**config.mk**
```make
export PLATFORM = sky130hd
export DESIGN_NAME = pipeline_hazard_ctrl
export DESIGN_NICKNAME = d
export VERILOG_FILES = /design/src/rtl/pipeline_hazard_ctrl.sv
export SDC_FILE = /design/constraint.sdc
export NUM_CORES = 1
export LEC_CHECK = 0
export BUFFER_PORTS_ARGS = -buffer_cell sky130_fd_sc_hd__clkbuf_2
export CAP_MARGIN = 20
export CORE_MARGIN = 4
export CORE_UTILIZATION = 44
export CTS_CLUSTER_SIZE = 24
export DETAILED_ROUTE_END_ITERATION = 10
export GPL_ROUTABILITY_DRIVEN = 1
export PLACE_DENSITY = 0.78
export SLEW_MARGIN = 15
export SYNTH_ARGS = -nofsm -noshare
export SYNTH_HDL_FRONTEND = slang
export SYNTH_SLANG_ARGS = --single-unit
```
**constraint.sdc**
```tcl
create_clock -name clk -period 2.75 [get_ports clk]
set_clock_uncertainty 0.1 [all_clocks]
set_input_delay 0.55 -clock clk [delete_from_list [all_inputs] [get_ports clk]]
set_output_delay 0.55 -clock clk [all_outputs]
set_load 0.01 [all_outputs]
```
**src/rtl/pipeline_hazard_ctrl.sv**
```systemverilog
// Hazard and sequencing controller for the 24-bit pipeline around execute:
// stage enables, flush/bubble control, operand forwarding and perf counters.
module pipeline_hazard_ctrl #(
    parameter int REG_BITS    = 4,
    parameter int LOAD_LAT    = 1,
    parameter int MEM_TIMEOUT = 64,
    parameter int CNT_WIDTH   = 16
) (
    input  logic                 clk,
    input  logic                 reset,
    input  logic [REG_BITS-1:0]  idRs1,
    input  logic [REG_BITS-1:0]  idRs2,
    input  logic                 idRs1Used,
    input  logic                 idRs2Used,
    input  logic                 exRegWe,
    input  logic                 exWriteRegFromAlu,
    input  logic [REG_BITS-1:0]  exRegToWrite,
    input  logic                 exPcWe,
    input  logic                 memRegWe,
    input  logic [REG_BITS-1:0]  memRegToWrite,
    input  logic                 memBusy,
    output logic                 fetchEn,
    output logic                 decodeEn,
    output logic                 executeEn,
    output logic                 memStageEn,
    output logic                 decodeFlush,
    output logic                 exBubble,
    output logic [1:0]           forwardA,
    output logic [1:0]           forwardB,
    output logic                 memError,
    output logic [CNT_WIDTH-1:0] stallCycles,
    output logic [CNT_WIDTH-1:0] flushCount
);
    localparam int WAIT_W = $clog2(MEM_TIMEOUT + 1);
    localparam logic [WAIT_W-1:0] WAIT_MAX  = WAIT_W'(MEM_TIMEOUT);
    localparam logic [WAIT_W-1:0] WAIT_ONE  = WAIT_W'(1);
    localparam logic [WAIT_W-1:0] WAIT_ZERO = WAIT_W'(0);
    localparam logic [3:0] STALL_INIT = 4'(LOAD_LAT - 1);

    // {fetchEn, decodeEn, executeEn, memStageEn, decodeFlush, exBubble}
    localparam logic [5:0] CTL_RUN    = 6'b111100;
    localparam logic [5:0] CTL_STALL  = 6'b001101;
    localparam logic [5:0] CTL_BRANCH = 6'b111111;
    localparam logic [5:0] CTL_FREEZE = 6'b000000;

    typedef enum logic [1:0] {RUN = 2'd0, LOAD_STALL = 2'd1, MEM_WAIT = 2'd2} state_t;

    state_t              state_r, nextState_s;
    logic [3:0]          stallLeft_r, nextStall_s;
    logic [WAIT_W-1:0]   waitCnt_r, nextWait_s;
    logic [5:0]          ctl_s;
    logic                countFlush_s;
    logic                loadUse_s;
    logic                memError_r;

    function automatic logic [1:0] fwdSel(
        input logic [REG_BITS-1:0] rs,
        input logic                exWe,
        input logic                exAlu,
        input logic [REG_BITS-1:0] exRd,
        input logic                memWe,
        input logic [REG_BITS-1:0] memRd
    );
        if (exWe && exAlu && (exRd == rs)) begin
            return 2'b01;
        end else if (memWe && (memRd == rs)) begin
            return 2'b10;
        end else begin
            return 2'b00;
        end
    endfunction

    function automatic logic [CNT_WIDTH-1:0] satInc(input logic [CNT_WIDTH-1:0] v);
        return (v == {CNT_WIDTH{1'b1}}) ? v : v + CNT_WIDTH'(1);
    endfunction

    assign loadUse_s = exRegWe && !exWriteRegFromAlu &&
                       ((idRs1Used && (idRs1 == exRegToWrite)) ||
                        (idRs2Used && (idRs2 == exRegToWrite)));

    assign {fetchEn, decodeEn, executeEn, memStageEn, decodeFlush, exBubble} = ctl_s;
    assign memError = memError_r;

    // Stage control and next-state decision; a released memory wait applies the RUN rules at once.
    always_comb begin
        ctl_s        = CTL_FREEZE;
        nextState_s  = state_r;
        nextStall_s  = stallLeft_r;
        nextWait_s   = waitCnt_r;
        countFlush_s = 1'b0;
        if (!reset) begin
            nextState_s = RUN;
        end else begin
            case (state_r)
                RUN, MEM_WAIT: begin
                    if (memBusy) begin
                        ctl_s       = CTL_FREEZE;
                        nextState_s = MEM_WAIT;
                        if (state_r == RUN) begin
                            nextWait_s = WAIT_ONE;
                        end else if (waitCnt_r != WAIT_MAX) begin
                            nextWait_s = waitCnt_r + WAIT_ONE;
                        end else begin
                            nextWait_s = waitCnt_r;
                        end
                    end else if (stallLeft_r != 4'd0) begin
                        // A load stall interrupted by memory resumes where it left off.
                        ctl_s       = CTL_STALL;
                        nextWait_s  = WAIT_ZERO;
                        nextStall_s = stallLeft_r - 4'd1;
                        nextState_s = (stallLeft_r == 4'd1) ? RUN : LOAD_STALL;
                    end else if (exPcWe) begin
                        ctl_s        = CTL_BRANCH;
                        countFlush_s = 1'b1;
                        nextWait_s   = WAIT_ZERO;
                        nextState_s  = RUN;
                    end else if (loadUse_s) begin
                        ctl_s      = CTL_STALL;
                        nextWait_s = WAIT_ZERO;
                        if (STALL_INIT != 4'd0) begin
                            nextStall_s = STALL_INIT;
                            nextState_s = LOAD_STALL;
                        end else begin
                            nextState_s = RUN;
                        end
                    end else begin
                        ctl_s       = CTL_RUN;
                        nextWait_s  = WAIT_ZERO;
                        nextState_s = RUN;
                    end
                end
                LOAD_STALL: begin
                    if (memBusy) begin
                        ctl_s       = CTL_FREEZE;
                        nextWait_s  = WAIT_ONE;
                        nextState_s = MEM_WAIT;
                    end else begin
                        ctl_s       = CTL_STALL;
                        nextStall_s = stallLeft_r - 4'd1;
                        nextState_s = (stallLeft_r == 4'd1) ? RUN : LOAD_STALL;
                    end
                end
                default: begin
                    ctl_s       = CTL_FREEZE;
                    nextStall_s = 4'd0;
                    nextWait_s  = WAIT_ZERO;
                    nextState_s = RUN;
                end
            endcase
        end
    end

    // Operand forwarding selects; execute results win over memory-stage results.
    always_comb begin
        forwardA = 2'b00;
        forwardB = 2'b00;
        if (reset) begin
            forwardA = fwdSel(idRs1, exRegWe, exWriteRegFromAlu, exRegToWrite, memRegWe, memRegToWrite);
            forwardB = fwdSel(idRs2, exRegWe, exWriteRegFromAlu, exRegToWrite, memRegWe, memRegToWrite);
        end else begin
            forwardA = 2'b00;
            forwardB = 2'b00;
        end
    end

    // State, stall/wait counters, sticky timeout flag and saturating perf counters.
    always_ff @(posedge clk or negedge reset) begin
        if (!reset) begin
            state_r     <= RUN;
            stallLeft_r <= 4'd0;
            waitCnt_r   <= WAIT_ZERO;
            memError_r  <= 1'b0;
            stallCycles <= {CNT_WIDTH{1'b0}};
            flushCount  <= {CNT_WIDTH{1'b0}};
        end else begin
            state_r     <= nextState_s;
            stallLeft_r <= nextStall_s;
            waitCnt_r   <= nextWait_s;
            if (memBusy && (nextWait_s == WAIT_MAX)) begin
                memError_r <= 1'b1;
            end
            if (!fetchEn) begin
                stallCycles <= satInc(stallCycles);
            end
            if (countFlush_s) begin
                flushCount <= satInc(flushCount);
            end
        end
    end
endmodule
```
After elaboration in Yosys (flattened, before gate mapping)
Cells that the tools add are included.
{"block": "classes", "add_sub_neg": 4, "n_bitwise": 3, "n_eq_ne": 16, "reduce_logical": 18, "muxes": 34}
{"operator": "7-bit 2-to-1 mux", "count": 5}
{"operator": "16-bit by 1-bit adder with 16-bit output (second input constant)", "count": 2}
{"operator": "16-bit == test (second input constant)", "count": 2}
{"operator": "6-bit 2-to-1 mux", "count": 5}
{"operator": "4-bit == test", "count": 6}
{"operator": "2-bit 2-to-1 mux", "count": 9}
{"operator": "4-bit 2-to-1 mux", "count": 4}
{"operator": "7-bit one-hot mux with 2 select lines", "count": 1}
{"operator": "6-bit one-hot mux with 2 select lines", "count": 1}
{"operator": "1-bit logical AND", "count": 10}
{"operator": "4-bit one-hot mux with 2 select lines", "count": 1}
{"operator": "7-bit by 1-bit adder with 7-bit output (second input constant)", "count": 1}
{"operator": "7-bit == test (second input constant)", "count": 1}
{"operator": "1-bit 2-to-1 mux", "count": 7}
{"operator": "7-bit inequality test (second input constant)", "count": 1}
{"operator": "2-bit inequality test (second input constant)", "count": 3}
{"operator": "4-bit by 1-bit == test with 1-bit output (second input constant)", "count": 1}
{"operator": "2-bit one-hot mux with 2 select lines", "count": 1}
{"operator": "2-bit AND reduction", "count": 2}
{"operator": "4-bit AND reduction", "count": 1}
{"operator": "4-bit nonzero test", "count": 1}
{"operator": "4-bit by 1-bit subtractor with 4-bit output (second input constant)", "count": 1}
{"operator": "1-bit inverter", "count": 3}
{"operator": "2-bit by 1-bit == test with 1-bit output (second input constant)", "count": 1}
{"operator": "other kinds (5)", "count": 5}
{"block": "totals", "elab_cells": 81, "ff_bits": 46}

Logic depth before layout (Yosys ltp)
{"block": "logic_depth", "word_depth": 12, "ltp_mapped": 8, "depth_no_buf": 8}

Least setup slack after synthesis
No wires, ideal clock.
{"block": "synth_path", "kind": "input to output", "startpoint": "in idRs1[1]", "endpoint": "out fetchEn", "stages": 7, "arrival_time_ns": 1.923, "path_buffers": 2, "setup_slack_ns": 0.177, "required_ns": 2.100, "path_cell_list": "xor2_1 -> nor4_1 -> a32oi_1 -> nand3_1 -> buf_2 -> nand2_1 -> buf_4"}
{"block": "synth_via", "elab_chain_cells": 10}
{"element": "start: declaration", "line_no": "11", "text": "input logic [REG_BITS-1:0] idRs1,"}
{"element": "4-bit == test", "line_no": "78", "text": "((idRs1Used && (idRs1 == exRegToWrite)) ||"}
{"element": "1-bit logical AND", "line_no": "78"}
{"element": "1-bit logical OR", "line_no": "78"}
{"element": "1-bit logical AND", "line_no": "77", "text": "assign loadUse_s = exRegWe && !exWriteRegFromAlu &&"}
{"element": "6-bit 2-to-1 mux", "line_no": "117", "text": "end else if (loadUse_s) begin"}
{"element": "6-bit 2-to-1 mux", "line_no": "112", "text": "end else if (exPcWe) begin"}
{"element": "6-bit 2-to-1 mux", "line_no": "106", "text": "end else if (stallLeft_r != 4'd0) begin"}
{"element": "6-bit 2-to-1 mux", "line_no": "96", "text": "if (memBusy) begin"}
{"element": "6-bit one-hot mux with 2 select lines", "line_no": "94", "text": "case (state_r)"}
{"element": "6-bit 2-to-1 mux", "line_no": "91", "text": "if (!reset) begin"}
{"element": "end: declaration", "line_no": "22", "text": "output logic fetchEn,"}
No other way between the ends.

Worst setup path after layout
{"block": "layout_path", "startpoint": "reg stallLeft_r[0]", "endpoint": "out exBubble"}
{"block": "layout_via", "elab_chain_cells": 5}
{"element": "start: declaration", "line_no": "49", "text": "logic [3:0] stallLeft_r, nextStall_s;"}
{"element": "start signal: assignment", "line_no": "177", "text": "stallLeft_r <= nextStall_s;"}
{"element": "4-bit nonzero test", "line_no": "106"}
{"element": "6-bit 2-to-1 mux", "line_no": "106"}
{"element": "6-bit 2-to-1 mux", "line_no": "96"}
{"element": "6-bit one-hot mux with 2 select lines", "line_no": "94"}
{"element": "6-bit 2-to-1 mux", "line_no": "91"}
{"element": "end: declaration", "line_no": "27", "text": "output logic exBubble,"}
No other way between the ends.

==> metrics.md <==
| Metric | Value |
|---|---|
| Status | `finished clean` |
| Synthesized Nets | `roughly 300` |
| Final min period | `2.562 ns` |
| DRT Pass-1 Iters | `4` |
| DRC violations left | `0` |
| Row Count | `28` |
| Final hold vios | `0` |
| CTS Hold Bufs | `0` |
| Post-synthesis cell count | `270` |
| Vias | `2283` |
| Root buffer cell | `clkbuf_8` |
| Top_reg_cell synth | `dfrtp_1` |
| Final net count | `roughly 370` |
| Via density | `5.488` |
| WL/cell | `14.09 um` |
| H-tree Lvls | `2` |
| Die W | `85.85 um` |
| Critical Path RT | `around 2.1 ns` |
| Drt total wl | `5.860 mm` |
| Clock sink total | `46` |
| Layout fillers | `552` |
| Max Freq | `~0.39 GHz` |
| CORE AREA | `5886 um2` |
| Initial DRC Count | `a little under 80` |
| Die footprint | `7369 um2` |
| Slew HR | `59.28%` |
| Number of synthesized flops with an enable pin | `0` |
| Post-Syn Area | `2666 um2` |
| Starting Density | `around 45%` |
| Max Slew Vio Count | `0` |
| Setup_tns | `0 ns` |
| Post-synthesis async set-or-reset flop share | `100.0%` |
| Yosys cell types | `51` |
| Synth warn | `0` |
| CTS tree | `yes` |
| Seq cells post-synth | `46` |
| Post-DRT Antenna Nets | `0` |
| Worst-case clock buffer depth | `2` |
| IO buf count | `67` |
| Unrepaired setup endpoints after global routing | `no` |
| GP Congestion | `0.8127` |
| Worst r2r path cells | `8` |
| Setup Buffers After CTS | `0` |
| Total clock buffers created by CTS | `5` |
| Pre-CTS WS | `0.1350 ns` |
| Largest net degree at the start of global routing | `32` |
| DIE HEIGHT | `85.85 um` |
| CP endpoint kind | `output port` |
| Post-route setup slack | `0.1883 ns` |
| Area Overhead vs Synth | `20.23%` |
| Placed wire-length estimate | `4.542 mm` |
| Crit path max fanout | `6` |
| Worst vdd ir | `0.5992 mV` |
| Area of the multi-input gates | `1448 um2` |
| Setup CP Type | `register to output port` |
| Setup crit start kind | `register` |
| GR Overflow Total | `0` |
| Layout cells sized above 1 | `between 20 and 30%` |
| Slew @ Worst Pin | `between 0.6 and 0.7 ns` |
| Tot Pwr | `about 1.8 mW` |
| Vias in the first global route | `2306` |
| Seq/Total Area, Yosys | `43.17%` |
| Ports | `68` |
| Resized cells post-CTS | `0` |
| Worst EP arrival | `1.91 ns` |
| Reg area | `1151 um2` |
| Worst-skew pair later-pin latency | `around 0.29 ns` |
| Max-cap check violation count | `0` |
| Global-route wire length before repair | `10.14 mm` |
| Gr usage total | `16.73%` |
| Antenna cells | `0` |
| Power density over the cells | `559.5 nW/um2` |
| Syn Area/Cell | `about 10 um2` |
| Pleak | `1.504 nW` |
| Final setup violation count | `0` |
| Reg clk slew, reported paths | `0.08 ns` |
| Initial antenna violation count | `0` |
| HP Class | `input pin to asynchronous set/reset pin` |
| Period utilisation layout | `93.15%` |
## area by class of cell
type                    count  share of cell area (%)
repair buffers             72                   11.63
multi-input cells         207                   45.16
clock buffers               6                   2.264
flip-flops and latches     46                   35.91
clock inverters             2                   1.171
inverters                   8                  0.9368
well taps                  75                   2.927
## state kept, by name (all words and copies together), names as in the netlist
| signal | count |
|---|---|
| flushCount | 16 |
| stallCycles | 16 |
| waitCnt_r | 7 |
| stallLeft_r | 4 |
| state_r | 2 |
| memError | 1 |
## layer usage
metal	wire (um)	share of wire, %	GRT usage [%]	vias up
li1	-	-	-	1119
met1	2507	43	21.21	1095
met2	2969	51	28.46	61
met3	306	5.2	3.554	8
met4	76	1.3	5.468	0
met5	0	0	0	-
## layout by cell type (no fill, tap or decap), types with 5 or more instances in the layout
cell type	count
clkbuf_2	67
and3_1	9
ha_1	6
and4_1	6
xor2_1	18
nand2_1	24
a31oi_1	5
nor3_1	8
nand3_1	24
xnor2_1	26
clkbuf_8	5
nand4_1	11
dfrtp_1	46
buf_4	5
o21ai_0	11
nor2_1	8
inv_1	8
## cells in the mapped netlist (2+ instances only)
library cell	n	area share, %
dfrtp_1	46	43
xnor2_1	26	8.5
nand2_1	24	3.4
nand3_1	24	4.5
xor2_1	18	5.9
nand4_1	11	2.6
o21ai_0	11	2.1
and3_1	9	2.1
inv_1	8	1.1
nor2_1	8	1.1
nor3_1	8	1.5
and4_1	6	2.0
ha_1	6	2.8
a31oi_1	5	1.2
clkbuf_1	5	0.70
nor4_1	4	0.94
a21oi_1	3	0.56
o21a_1	3	0.84
a32oi_1	2	0.66
a41oi_1	2	0.66
and2_1	2	0.47
and2b_1	2	0.56
buf_2	2	0.38
buf_4	2	0.56
mux2_2	2	0.84
nand2b_1	2	0.47
nand3b_1	2	0.56
nor2b_1	2	0.47
o41ai_1	2	0.66
or3_1	2	0.47
## worst max-delay path: stages (launching register included)
cell      delay, ns
dfrtp_1        0.44
inv_1          0.08
ha_1           0.19
nor4b_4        0.35
buf_4          0.21
nand2_1        0.06
o21a_1         0.18
clkbuf_2       0.12
## kinds of logic after synthesis
kind of cell | Yosys count | synth area share [%]
mux | 2 | 0.8446
buf+inv | 17 | 2.769
flops | 46 | 43.17
simple gates | 115 | 24.87
xor+xnor | 44 | 14.45
fa+ha+maj | 6 | 2.816
compound gates | 40 | 11.08
## report_power, final
group	switching, mW	internal [mW]	leakage [nW]	total [mW]
registers	0.120	0.765	0.609	0.885
logic	0.216	0.198	0.844	0.414
clock network	0.223	0.271	0.0514	0.494
total	0.559	1.23	1.50	1.79
## metrics by stage
step                hold slack (ns)  instance area, um2  utilization (%)  instances
global placement             0.3742                3089            52.49        408
CTS                          0.1912                3199            54.36        416
finish                       0.2032                3206            54.46        416
floorplan                    0.1544                2666                -        270
detailed placement           0.3873                3089            52.49        408
global route                 0.2042                3206            54.46        416
## final timing paths
path,start,slack [ns],to
max,stallLeft_r[0]$_DFFE_PN0P_,0.19,exBubble
min reg2reg,flushCount[15]$_DFFE_PN0P_,0.40,flushCount[15]$_DFFE_PN0P_
min in group clk,flushCount[15]$_DFFE_PN0P_,0.40,flushCount[15]$_DFFE_PN0P_
max in group asynchronous,reset,1.96,stallCycles[10]$_DFFE_PN0P_
max reg2reg,stallLeft_r[0]$_DFFE_PN0P_,0.38,stallCycles[1]$_DFFE_PN0P_
min,reset,0.20,state_r[1]$_DFF_PN0_
Power figures use the tool's default switching activity.
